`src/rtl/bus_size_sequencer.sv`:
```
// -----------------------------------------------------------------------------
// bus_size_sequencer
//
// Purpose:
//   Takes one 68030-style CPU access (A[1:0], SIZ[1:0]) and runs it on a
//   16-bit target port. The access becomes one or two halfword cycles with
//   byte enables. Each port cycle is a REQ/ACK handshake. Read data is
//   reassembled into 32-bit big-endian lanes (byte0 = [31:24]).
//
// Handshake semantics:
//   CPU side : REQ is held high until ACK or BERR pulses for one cycle.
//              An access is accepted only from IDLE. After completion the
//              block waits for REQ to go low before it accepts another one.
//   Port side: P_REQ is high for the whole port cycle. P_WR, P_A1, P_BE and
//              P_WDATA are constant while P_REQ is high. A cycle ends on the
//              first rising edge that sees P_ACK or P_ERR. P_ERR wins over
//              P_ACK when both are high.
//
// Ports:
//   CLK, RST              clock, asynchronous active-high reset
//   REQ, WR, A, SIZ, WDATA   CPU access request and attributes
//   RDATA, ACK, BERR      assembled read data, completion/abort pulses
//   P_REQ, P_WR, P_A1, P_BE, P_WDATA   port cycle outputs
//   P_RDATA, P_ACK, P_ERR port cycle responses
//   DBG_STATE             current FSM state
//
// Parameters:
//   TIMEOUT  number of port cycles with no P_ACK/P_ERR before the access is
//            aborted (1..255)
// -----------------------------------------------------------------------------
module bus_size_sequencer #(
    parameter int TIMEOUT = 255
) (
    input  logic        CLK,
    input  logic        RST,
    input  logic        REQ,
    input  logic        WR,
    input  logic [1:0]  A,
    input  logic [1:0]  SIZ,
    input  logic [31:0] WDATA,
    output logic [31:0] RDATA,
    output logic        ACK,
    output logic        BERR,
    output logic        P_REQ,
    output logic        P_WR,
    output logic        P_A1,
    output logic [1:0]  P_BE,
    output logic [15:0] P_WDATA,
    input  logic [15:0] P_RDATA,
    input  logic        P_ACK,
    input  logic        P_ERR,
    output logic [2:0]  DBG_STATE
);

    typedef enum logic [2:0] {
        S_IDLE    = 3'd0,
        S_LO      = 3'd1,
        S_HI      = 3'd2,
        S_GAP     = 3'd3,
        S_DONE    = 3'd4,
        S_WAITREL = 3'd5
    } state_t;

    localparam logic [7:0] TMO = 8'(TIMEOUT);

    state_t      r_state;
    state_t      w_next;
    logic        r_wr;
    logic [3:0]  r_mask;
    logic [31:0] r_wdata;
    logic [31:0] r_rdata;
    logic [7:0]  r_cnt;
    logic        r_ack;
    logic        r_berr;

    logic [2:0]  w_n;
    logic [2:0]  w_last;
    logic [3:0]  w_mask;
    logic        w_in_port;
    logic        w_tmo;
    logic        w_ack_set;
    logic        w_berr_set;

    // Byte mask for the incoming request. Bit 3 is byte0. Bytes from A up to
    // A+n-1 are set, and anything past byte 3 is dropped. w_last can reach 6,
    // which still fits in 3 bits.
    always_comb begin
        w_n       = (SIZ == 2'b00) ? 3'd4 : {1'b0, SIZ};
        w_last    = {1'b0, A} + w_n - 3'd1;
        w_mask[3] = (A == 2'd0);
        w_mask[2] = (A <= 2'd1) && (w_last >= 3'd1);
        w_mask[1] = (A <= 2'd2) && (w_last >= 3'd2);
        w_mask[0] = (w_last >= 3'd3);
    end

    assign w_in_port = (r_state == S_LO) || (r_state == S_HI);
    // This cycle is the TIMEOUT-th consecutive port cycle with no response.
    assign w_tmo     = ((r_cnt + 8'd1) == TMO);

    always_comb begin
        w_next     = r_state;
        w_ack_set  = 1'b0;
        w_berr_set = 1'b0;
        case (r_state)
            S_IDLE: begin
                if (REQ) begin
                    w_next = (w_mask[3:2] != 2'b00) ? S_LO : S_HI;
                end
            end
            S_LO, S_HI: begin
                if (P_ERR) begin
                    w_berr_set = 1'b1;
                    w_next     = S_WAITREL;
                end else if (P_ACK) begin
                    if ((r_state == S_LO) && (r_mask[1:0] != 2'b00)) begin
                        w_next = S_GAP;
                    end else begin
                        w_next = S_DONE;
                    end
                end else if (w_tmo) begin
                    w_berr_set = 1'b1;
                    w_next     = S_WAITREL;
                end
            end
            S_GAP: begin
                w_next = S_HI;
            end
            S_DONE: begin
                w_ack_set = 1'b1;
                w_next    = S_WAITREL;
            end
            S_WAITREL: begin
                if (!REQ) begin
                    w_next = S_IDLE;
                end
            end
            default: begin
                w_next = S_IDLE;
            end
        endcase
    end

    always_ff @(posedge CLK or posedge RST) begin
        if (RST) begin
            r_state <= S_IDLE;
            r_wr    <= 1'b0;
            r_mask  <= 4'b0000;
            r_wdata <= 32'd0;
            r_rdata <= 32'd0;
            r_cnt   <= 8'd0;
            r_ack   <= 1'b0;
            r_berr  <= 1'b0;
        end else begin
            r_state <= w_next;
            r_ack   <= w_ack_set;
            r_berr  <= w_berr_set;

            if ((r_state == S_IDLE) && REQ) begin
                r_wr    <= WR;
                r_mask  <= w_mask;
                r_wdata <= WDATA;
                r_rdata <= 32'd0;
            end

            if (w_in_port && P_ACK && !P_ERR && !r_wr) begin
                if (r_state == S_HI) begin
                    r_rdata[15:0]  <= P_RDATA;
                end else begin
                    r_rdata[31:16] <= P_RDATA;
                end
            end

            // Count only while waiting inside one port cycle. This also
            // clears the counter on every entry to LO/HI.
            if (w_in_port && (w_next == r_state)) begin
                r_cnt <= r_cnt + 8'd1;
            end else begin
                r_cnt <= 8'd0;
            end
        end
    end

    // Port outputs are driven only inside a port cycle and are 0 otherwise.
    assign P_REQ     = w_in_port;
    assign P_WR      = w_in_port & r_wr;
    assign P_A1      = (r_state == S_HI);
    assign P_BE      = (r_state == S_LO) ? r_mask[3:2] :
                       (r_state == S_HI) ? r_mask[1:0] : 2'b00;
    assign P_WDATA   = (r_state == S_LO) ? r_wdata[31:16] :
                       (r_state == S_HI) ? r_wdata[15:0]  : 16'd0;

    assign RDATA     = r_rdata;
    assign ACK       = r_ack;
    assign BERR      = r_berr;
    assign DBG_STATE = r_state;

endmodule
```
`config.mk`:
```
export PLATFORM = sky130hd
export DESIGN_NAME = bus_size_sequencer
export DESIGN_NICKNAME = d
export VERILOG_FILES = /design/src/rtl/bus_size_sequencer.sv
export SDC_FILE = /design/constraint.sdc
export NUM_CORES = 1
export LEC_CHECK = 0
export ABC_AREA = 1
export CORE_ASPECT_RATIO = 1.25
export CORE_UTILIZATION = 47
export CTS_CLUSTER_DIAMETER = 100
export DETAILED_ROUTE_END_ITERATION = 7
export PLACE_DENSITY = 0.83
export SLEW_MARGIN = 20
export SYNTH_ARGS = -nofsm -noshare
export SYNTH_HDL_FRONTEND = slang
export SYNTH_SLANG_ARGS = --single-unit
```
`constraint.sdc`:
```
create_clock -name CLK -period 2.96 [get_ports CLK]
set_input_delay 0.296 -clock CLK [delete_from_list [all_inputs] [get_ports CLK]]
set_output_delay 0.296 -clock CLK [all_outputs]
set_load 0.005 [all_outputs]
```
Yosys cells after proc, flatten, opt, wreduce, memory -nomap -nowiden

Index checks and enable logic that the tools add are counted.

Equal/unequal tests: 7
Bitwise operators: 1
Mux-type cells: 23
Add/subtract/negate cells: 3
$lt $le $gt $ge: 5
Reductions and logical operators: 17

Operator list:

| kind                                                               | count |
|---|---|
| two-way mux 16 bit                                                 | 4 |
| two-way mux 32 bit                                                 | 2 |
| two-way mux 3 bit                                                  | 7 |
| case mux 3 bit (5 select lines)                                    | 1 |
| adder 8 x 1 -> 8 bit (second input constant)                       | 1 |
| equality test 8 bit (second input constant)                        | 1 |
| logical AND 1 bit                                                  | 8 |
| two-way mux 8 bit                                                  | 1 |
| equality test 3 x 2 -> 1 bit (second input constant)               | 2 |
| equality test 3 bit (second input constant)                        | 2 |
| greater-or-equal comparator 3 x 2 -> 1 bit (second input constant) | 2 |
| two-way mux 2 bit                                                  | 3 |
| two-way mux 1 bit                                                  | 5 |
| logical NOT 2 bit                                                  | 2 |
| nonzero test 2 bit                                                 | 2 |
| adder 2 x 3 -> 3 bit                                               | 1 |
| equality test 3 x 1 -> 1 bit (second input constant)               | 1 |
| equality test 3 bit                                                | 1 |
| greater-or-equal comparator 3 x 1 -> 1 bit (second input constant) | 1 |
| logical NOT 3 bit                                                  | 1 |
| subtractor 3 x 1 -> 3 bit (second input constant)                  | 1 |
| less-or-equal comparator 2 x 1 -> 1 bit (second input constant)    | 1 |
| less-or-equal comparator 2 bit (second input constant)             | 1 |
| logical NOT 1 bit                                                  | 2 |
| 3 further kinds                                                    | 3 |

Word-level logic and storage cells: 64
Output and inout port bits: 58
Input port bits: 58
Bits in registers: 82

Longest topological paths before layout

Gate-level depths: netlist of the first run.

Depth in word-level cells: 13
Depth in mapped cells: 15
Depth with buffers taken out: 15

Least setup slack after synthesis of the first run

Ideal clock, no wire load.

Kind: input to register
Start: in A[1]
End: reg r_cnt[0]
Stages: 15
Data arrival time: 1.591 ns
Path slack: 1.298 ns
Cells stage by stage: inv_1 -> ha_1 -> inv_1 -> ha_1 -> inv_1 -> nand2_1 -> nand2_1 -> nand2_1 -> nand4_1 -> nand2_1 -> a21oi_1 -> nand2_2 -> nand2_2 -> nand2_4 -> nor2_1

Longest elaborated chain between the ends: 11

RTL lines:

| what                                       | line | text |
|---|---|---|
| start: declaration                         | 38   | `input logic [1:0] A,` |
| adder 2 x 3 -> 3 bit                       | 89   | `w_last = {1'b0, A} + w_n - 3'd1;` |
| subtractor 3 x 1 -> 3 bit                  | 89   |  |
| greater-or-equal comparator 3 x 1 -> 1 bit | 91   | `w_mask[2] = (A <= 2'd1) && (w_last >= 3'd1);` |
| logical AND 1 bit                          | 91   |  |
| nonzero test 2 bit (*)                     | 107  | `w_next = (w_mask[3:2] != 2'b00) ? S_LO : S_HI;` |
| two-way mux 2 bit (*)                      | 107  |  |
| two-way mux 3 bit (*)                      | 106  | `if (REQ) begin` |
| case mux 3 bit (5 select lines) (*)        | 104  | `case (r_state)` |
| net w_next[1]                              | 67   | `state_t w_next;` |
| equality test 3 bit (*)                    | 175  | `if (w_in_port && (w_next == r_state)) begin` |
| logical AND 1 bit (*)                      | 175  |  |
| two-way mux 8 bit (*)                      | 175  |  |
| end signal: assignment                     | 176  | `r_cnt <= r_cnt + 8'd1;` |
| end: declaration                           | 72   | `logic [7:0] r_cnt;` |

Mark *: on every way through the listed nets, which the timed path passes. The rest lies on a longest branch.
A chain may end at the register's enable or synchronous reset.

Worst setup path after layout of the first run

Start: reg r_state[0], in the netlist DBG_STATE[0]
End: out P_WDATA[1]

Longest elaborated chain between the ends: 3

RTL lines:

| what                         | line | text |
|---|---|---|
| start: declaration           | 66   | `state_t r_state;` |
| start signal: assignment     | 154  | `r_state <= w_next;` |
| equality test 3 x 2 -> 1 bit | 190  | `(r_state == S_HI) ? r_wdata[15:0] : 16'd0;` |
| two-way mux 16 bit           | 190  |  |
| two-way mux 16 bit (*)       | 189  | `assign P_WDATA = (r_state == S_LO) ? r_wdata[31:16] :` |
| end: declaration             | 48   | `output logic [15:0] P_WDATA,` |

Mark *: on every way between the ends. The rest lies on a longest branch, timed or not.

==> results of run 1 <==
worst max-delay path: cells and delay by family, from the launching register on:
kind | cells | cell delay, ps
compound gates | 1 | 110
buf+inv | 3 | 1120
flops | 1 | 430
simple gates | 2 | 330
kinds of logic (layout without fill, tap and decap cells):
kind of cell,Yosys count,count (layout)
compound gates,87,87
fa+ha+maj,5,5
buf+inv,87,203
flops,82,82
simple gates,185,185
routing by layer:
metal / vias to the layer above / wire length [microns] / part of all wire (%) / global-route usage (%)
met4: 0 / 277 / 3.0 / 12.2
met5: - / 0 / 0 / 0
met2: 87 / 4980 / 53 / 41.1
met1: 1572 / 3660 / 39 / 28.1
met3: 24 / 393 / 4.2 / 4.60
li1: 1634 / - / - / -
path summary, 6_finish.rpt:
kind / slack [ps] / from / end / cells after the start
max in group asynchronous: 1950 / RST / RDATA[0] / 3
worst max-delay path: 320 / DBG_STATE[0] / P_WDATA[1] / 6
worst min register to register: 480 / r_wdata[9] / r_wdata[9] / 2
min in group CLK: 480 / r_wdata[9] / r_wdata[9] / 2
worst min-delay path: 360 / RST / r_wdata[12] / 2
worst max register to register: 710 / DBG_STATE[2] / RDATA[26] / 9
metrics by stage:
step	utilization, %	power [W]	worst slack (ps)	hold slack, ps
floorplan	-	0.00258	556	406
CTS	66.6	0.00420	282	372
global route	66.6	0.00447	117	404
finish	66.6	0.00417	317	356
detailed placement	64.3	0.00344	614	465
global placement	64.3	0.00338	667	464
where the power goes:
group / internal, W / switching, W
Sequential: 0.00151 / 0.000206
Combinational: 0.000835 / 0.000857
Clock: 0.000372 / 0.000381
Total: 0.00272 / 0.00144
layout by cell type (no fill, tap or decap):
cell             count
clkdlybuf4s50_1    115
nand2_1            110
dfrtp_1             82
inv_1               63
o21ai_0             40
nand3_1             40
o21ai_2             24
nor2_1              20
clkbuf_8            12
o21ai_1              9
nand2_2              5
a21oi_1              5
o22ai_1              5
ha_1                 5
buf_4                4
inv_2                3
clkinv_2             3
nand3_2              2
nor3_1               2
o21bai_1             2
nor2_2               2
nand4_1              2
clkbuf_1             2
nor4_4               1
o211ai_1             1
a21boi_0             1
nand2_4              1
buf_12               1
flip-flops by register name, summed over array words and instances, names as in the netlist:
register / count
DBG_STATE: 3
ACK: 1
r_mask: 4
r_cnt: 8
RDATA: 32
BERR: 1
r_wdata: 32
r_wr: 1
final cells by class:
cell class | instances | area (sq um)
Clock inverter | 2 | 10.0
Clock buffer | 14 | 173
Fill cell | 657 | 2620
Multi-Input combinational cell | 277 | 1410
Inverter | 67 | 253
Sequential cell | 82 | 2050
Tap cell | 95 | 119
Timing Repair Buffer | 120 | 1200
==> key figures, run 1 <==
Logic synthesis
  • Simple-Gate Fraction of Synth Area: 20.9%
  • Area leader, netlist: dfrtp_1
  • Main combinational cell family by area after synthesis: simple AND/OR/NAND/NOR gates
  • Ys async rst share: 100%
  • Yosys warning total: 0
  • Commonest cells post-synth: nand2_1, dfrtp_1, inv_1, nand3_1, o21ai_0
  • Main flop type after synthesis: dfrtp_1
  • Multiplexer share of the synthesized area: 0%
  • Synth Area in XOR/XNOR: 0%
  • Post-synth EDFFs: 0
  • Compound-gate portion of the synthesized area: 14.1%
  • Synth Instances: 446
  • Synth cell types: 25
  • Synth top area share: 53.5%
  • Mapped Nets: 509
  • Top cells by area, synth: dfrtp_1, nand2_1, inv_1
  • Synthesized area per cell: 8.60 sq um
  • Synthesized area: 0.00383 sq mm
  • Synth Register Bits: 82
  • Post-Synth Adder-Cell Area: 1.63%
  • Register area share after synthesis: 53.5%
  • Count leader, synth: nand2_1

Global route
  • GRT Util Overall: 23.9%
  • Vias in the first global route: 3,296
  • Total grt overflow: 0
  • Antenna violations before repair: 0
  • First-pass GRT wire length: 15.2 mm
  • Largest net degree at the start of global routing: 54

Pwr
  • Power density over the cells: 798 mW/mm^2
  • Leakage: 2.41 nW
  • Worst ir drop on vdd: 483 uV

Timing
  • RSZ-0062 raised after global routing: no
  • Post-route minimum period: 2640 ps
  • Slew @ Worst Pin: 749 ps
  • Fmax: 0.378 GHz
  • Relative slew slack: 49.9%
  • Final setup fails: 0
  • Tcrit/Tclk final: 89.3%
  • Final Hold Viols: 0
  • Final Max Slew Viols: 0
  • Clock Skew: 6.96 ps
  • TNS Setup: 0 ps

Clock tree
  • Bufs on Longest Clock Path: 2
  • Worst-skew pair later-pin latency: 350 ps
  • Postcts setup bufs: 0
  • Post_cts resized: 0
  • CTS clk-pin slew, worst paths: 80 ps
  • TritonCTS clock tree: yes
  • Htree depth: 3
  • Hold-fix buffers, CTS: 0
  • Sink Count: 82
  • Cts bufs inserted: 9
  • CTS root buffer: clkbuf_8

Die
  • Core Area: 0.00784 sq mm
  • Starting density of the core: 48.9%
  • Rows: 36
  • Die X: 82.8 microns
  • Die Span Y: 103 microns
  • IO Pins: 116
  • Die ar.: 0.00853 sq mm

Place
  • Dpl cells: 641
  • Area after DPL: 0.00504 sq mm
  • PortBufs: 115
  • GP Congestion: 0.823
  • Detailed placement HPWL: 6.64 mm

Detailed routing
  • DRT antenna net count: 0
  • WL/cell: 14.2 microns
  • Vias: 3,317
  • Iter 0 DRT Violations: 190
  • # DRC: 0
  • Drt total wl: 9.32 mm
  • Via density: 5.05
  • DRT Pass-1 Iters: 4

Setup path
  • CP max stage cell: clkdlybuf4s50_1
  • Most Frequent Cell on Critical Path: inv_1
  • Critical Path AT: 2350 ps
  • WP data required: 2660 ps
  • Critical path class: flip-flop to primary output
  • Max incr delay on CP: 520 ps
  • Worst path cell trace: inv_1 -> nand3_2 -> inv_1 -> nand2_1 -> o21ai_0 -> clkdlybuf4s50_1
  • Critical path launch point type: flip-flop
  • Crit-path max FO: 16
  • Crit end category: primary output

Final layout
  • Final antenna diode count: 0
  • # nets final: 620
  • Area Growth Syn to Fin: 36.1%
  • Final Cell Area: 0.00522 sq mm
  • Share of post-route cells with drive strength above 1: 10.3%
  • Final Non-Filler Cells: 657

Hold path
  • Type of the most critical hold path: input port to async pin

Run status
  • Outcome: complete, no violations

Flow run
  • Maxcap violations: 0
Power figures use the tool's default switching activity.
==> run 2: changes to the inputs <==
- CORE_MARGIN: not set -> 4
- clock period: 2.96 -> 2.5 ns (I/O delays scaled with it)
==> key figures, run 2 (synthesized netlist as in run 1, its figures left out) <==
Final layout
  • Area Growth Syn to Fin: 37.8%
  • Fin util: 67.0% (+0.44 points)
  • Share of post-route cells with drive strength above 1: 11.5% (+1.2 points)
  • Most frequent cells in the layout: clkdlybuf4s50_1, nand2_1, dfrtp_1
  • Leading cell type in the layout, fill and taps excluded: clkdlybuf4s50_1
  • Final antenna diode count: 0 (unchanged)
  • # nets final: 623 (+0.48%)

Detailed routing
  • Vias: 3,386 (+2.1%)
  • # DRC: 0 (unchanged)
  • WL/cell: 14.7 microns (+3.9%)
  • Drt total wl: 9.73 mm (+4.4%)
  • Via density: 5.13 (+1.6%)
  • DRT antenna net count: 0 (unchanged)
  • Iter 0 DRT Violations: 211 (+11%)
  • DRT Pass-1 Iters: 4 (unchanged)

Timing
  • Final Hold Viols: 0 (unchanged)
  • Relative slew slack: 71.6% (+22 points)
  • Post-route minimum period: 2320 ps
  • Clock Skew: 5.99 ps (-0.970 ps)
  • Tcrit/Tclk final: 93.0%
  • Fmax: 0.430 GHz
  • TNS Setup: 0 ps (unchanged)
  • RSZ-0062 raised after global routing: no
  • Slew @ Worst Pin: 425 ps (-323 ps)
  • Final Max Slew Viols: 0 (unchanged)
  • Final setup fails: 0 (unchanged)

Setup path
  • Max incr delay on CP: 540 ps (+20 ps)
  • Delay-heaviest family, CP: buffers and inverters
  • CP max stage cell: clkdlybuf4s50_1
  • Worst path cell trace: inv_2 -> nand3_2 -> buf_4 -> o21ai_0 -> clkdlybuf4s50_1
  • Worst R2R End: RDATA[27]
  • Reg-to-reg setup timing slack: 520 ps (-190 ps)
  • R2R depth: 10 (+1)
  • WP data required: 2250 ps (-410 ps)
  • Worst path bufs/invs: 3 (unchanged)
  • Crit-path max FO: 16 (unchanged)
  • R2r startpoint: DBG_STATE[0]
  • Critical Path AT: 2070 ps (-280 ps)
  • Critical path class: flip-flop to primary output
  • Critical path launch point type: flip-flop
  • Crit end category: primary output

Die
  • Starting density of the core: 48.7% (-0.28 points)
  • Die Span Y: 109 microns (+5.8%)
  • Rows: 36 (unchanged)
  • IO Pins: 116 (unchanged)
  • Core Area: 0.00788 sq mm (+0.57%)
  • Die ar.: 0.00968 sq mm (+13%)
  • Die X: 88.8 microns (+7.2%)

Clock tree
  • TritonCTS clock tree: yes
  • Worst-skew pair later-pin latency: 350 ps (about the same)
  • Cts bufs inserted: 9 (unchanged)
  • CTS clk-pin slew, worst paths: 80 ps (about the same)
  • CTS root buffer: clkbuf_8
  • Bufs on Longest Clock Path: 2 (unchanged)
  • Sink Count: 82 (unchanged)
  • Htree depth: 3 (unchanged)

Flow run
  • Maxcap violations: 0 (unchanged)

Global route
  • GRT Util Overall: 21.7% (-2.3 points)
  • Antenna violations before repair: 0 (unchanged)
  • Total grt overflow: 0 (unchanged)
  • Largest net degree at the start of global routing: 83 (+54%)
  • First-pass GRT wire length: 16.0 mm (+5.5%)
  • Vias in the first global route: 3,471 (+5.3%)

Pwr
  • Power density over the cells: 960 mW/mm^2 (+20%)
  • Leakage: 2.43 nW (+0.68%)
  • Final Power: 0.00507 W (+22%)
  • Worst ir drop on vdd: 630 uV (+30%)

Place
  • PortBufs: 115 (unchanged)
  • Detailed placement HPWL: 6.97 mm (+5.1%)
  • GP Congestion: 0.885 (+7.6%)

Run status
  • Outcome: complete, no violations

Hold path
  • Type of the most critical hold path: input port to async pin
[run 2: cell count changes in the layout (fill, tap and decap cells not counted), sizes merged]
cell      change
clkinv        +1
inv           -1
bufinv        +1
clkinvlp      +2
buf           +3
clkbuf        -3
[run 2: repair_timing]
item / 4_1_cts / 5_1_grt
endpoints found under the hold margin: 0 / 0
endpoints found under the setup margin: 0 / 14
hold buffers: 0 / 0
buffers inserted: 0 / 0
gates resized for setup: 0 / 2
[run 2: layer usage]
layer / part of all wire, % / GRT usage [%] / vias up
li1: - / - / 1641
met1: 41 / 26.4 / 1594
met2: 51 / 35.6 / 120
met3: 4.5 / 3.17 / 31
met4: 3.8 / 13.4 / 0
met5: 0 / 0 / -
[run 2: metrics by stage]
step	instance area, sq um	hold WS [ps]	setup WS, ps	instances
3_5_place_dp	5070	465	143	644
3_3_place_gp	5070	465	283	644
2_1_floorplan	3830	360	142	446
6_report	5280	317	176	660
5_1_grt	5280	350	37.6	660
4_1_cts	5280	330	63.4	660
[run 2: tightest hold or removal path, delay by kind of cell]
family,cells,cell delay [ps]
buf+inv,3,850
[run 2: final cells by class]
cell class                 instances  area, sq um
fill                             648         2600
clock buffer                      11          151
clock inverter                     5         52.6
sequential                        82         2050
tap                               95          119
inverter                          67          256
multi-input combinational        277         1420
timing repair buffer             123         1240
[run 2: where the power goes]
group / total [W] / switching, W / internal, W / leakage [nW]
Sequential: 0.00204 / 0.000244 / 0.00179 / 1.07
Combinational: 0.00206 / 0.00104 / 0.00101 / 1.25
Clock: 0.000978 / 0.000468 / 0.000511 / 0.105
[run 2: worst max path at each step]
stage | from | endpoint | slack (ps) | cells after the start
CTS | DBG_STATE[0] | P_WDATA[11] | 60 | 6
detailed placement | A[1] | r_cnt[7] | 140 | 16
finish | DBG_STATE[1] | P_WDATA[10] | 180 | 5
floorplan | RST | ACK | 140 | 1
global placement | A[1] | r_cnt[7] | 280 | 16
global route | DBG_STATE[0] | P_BE[1] | 40 | 6
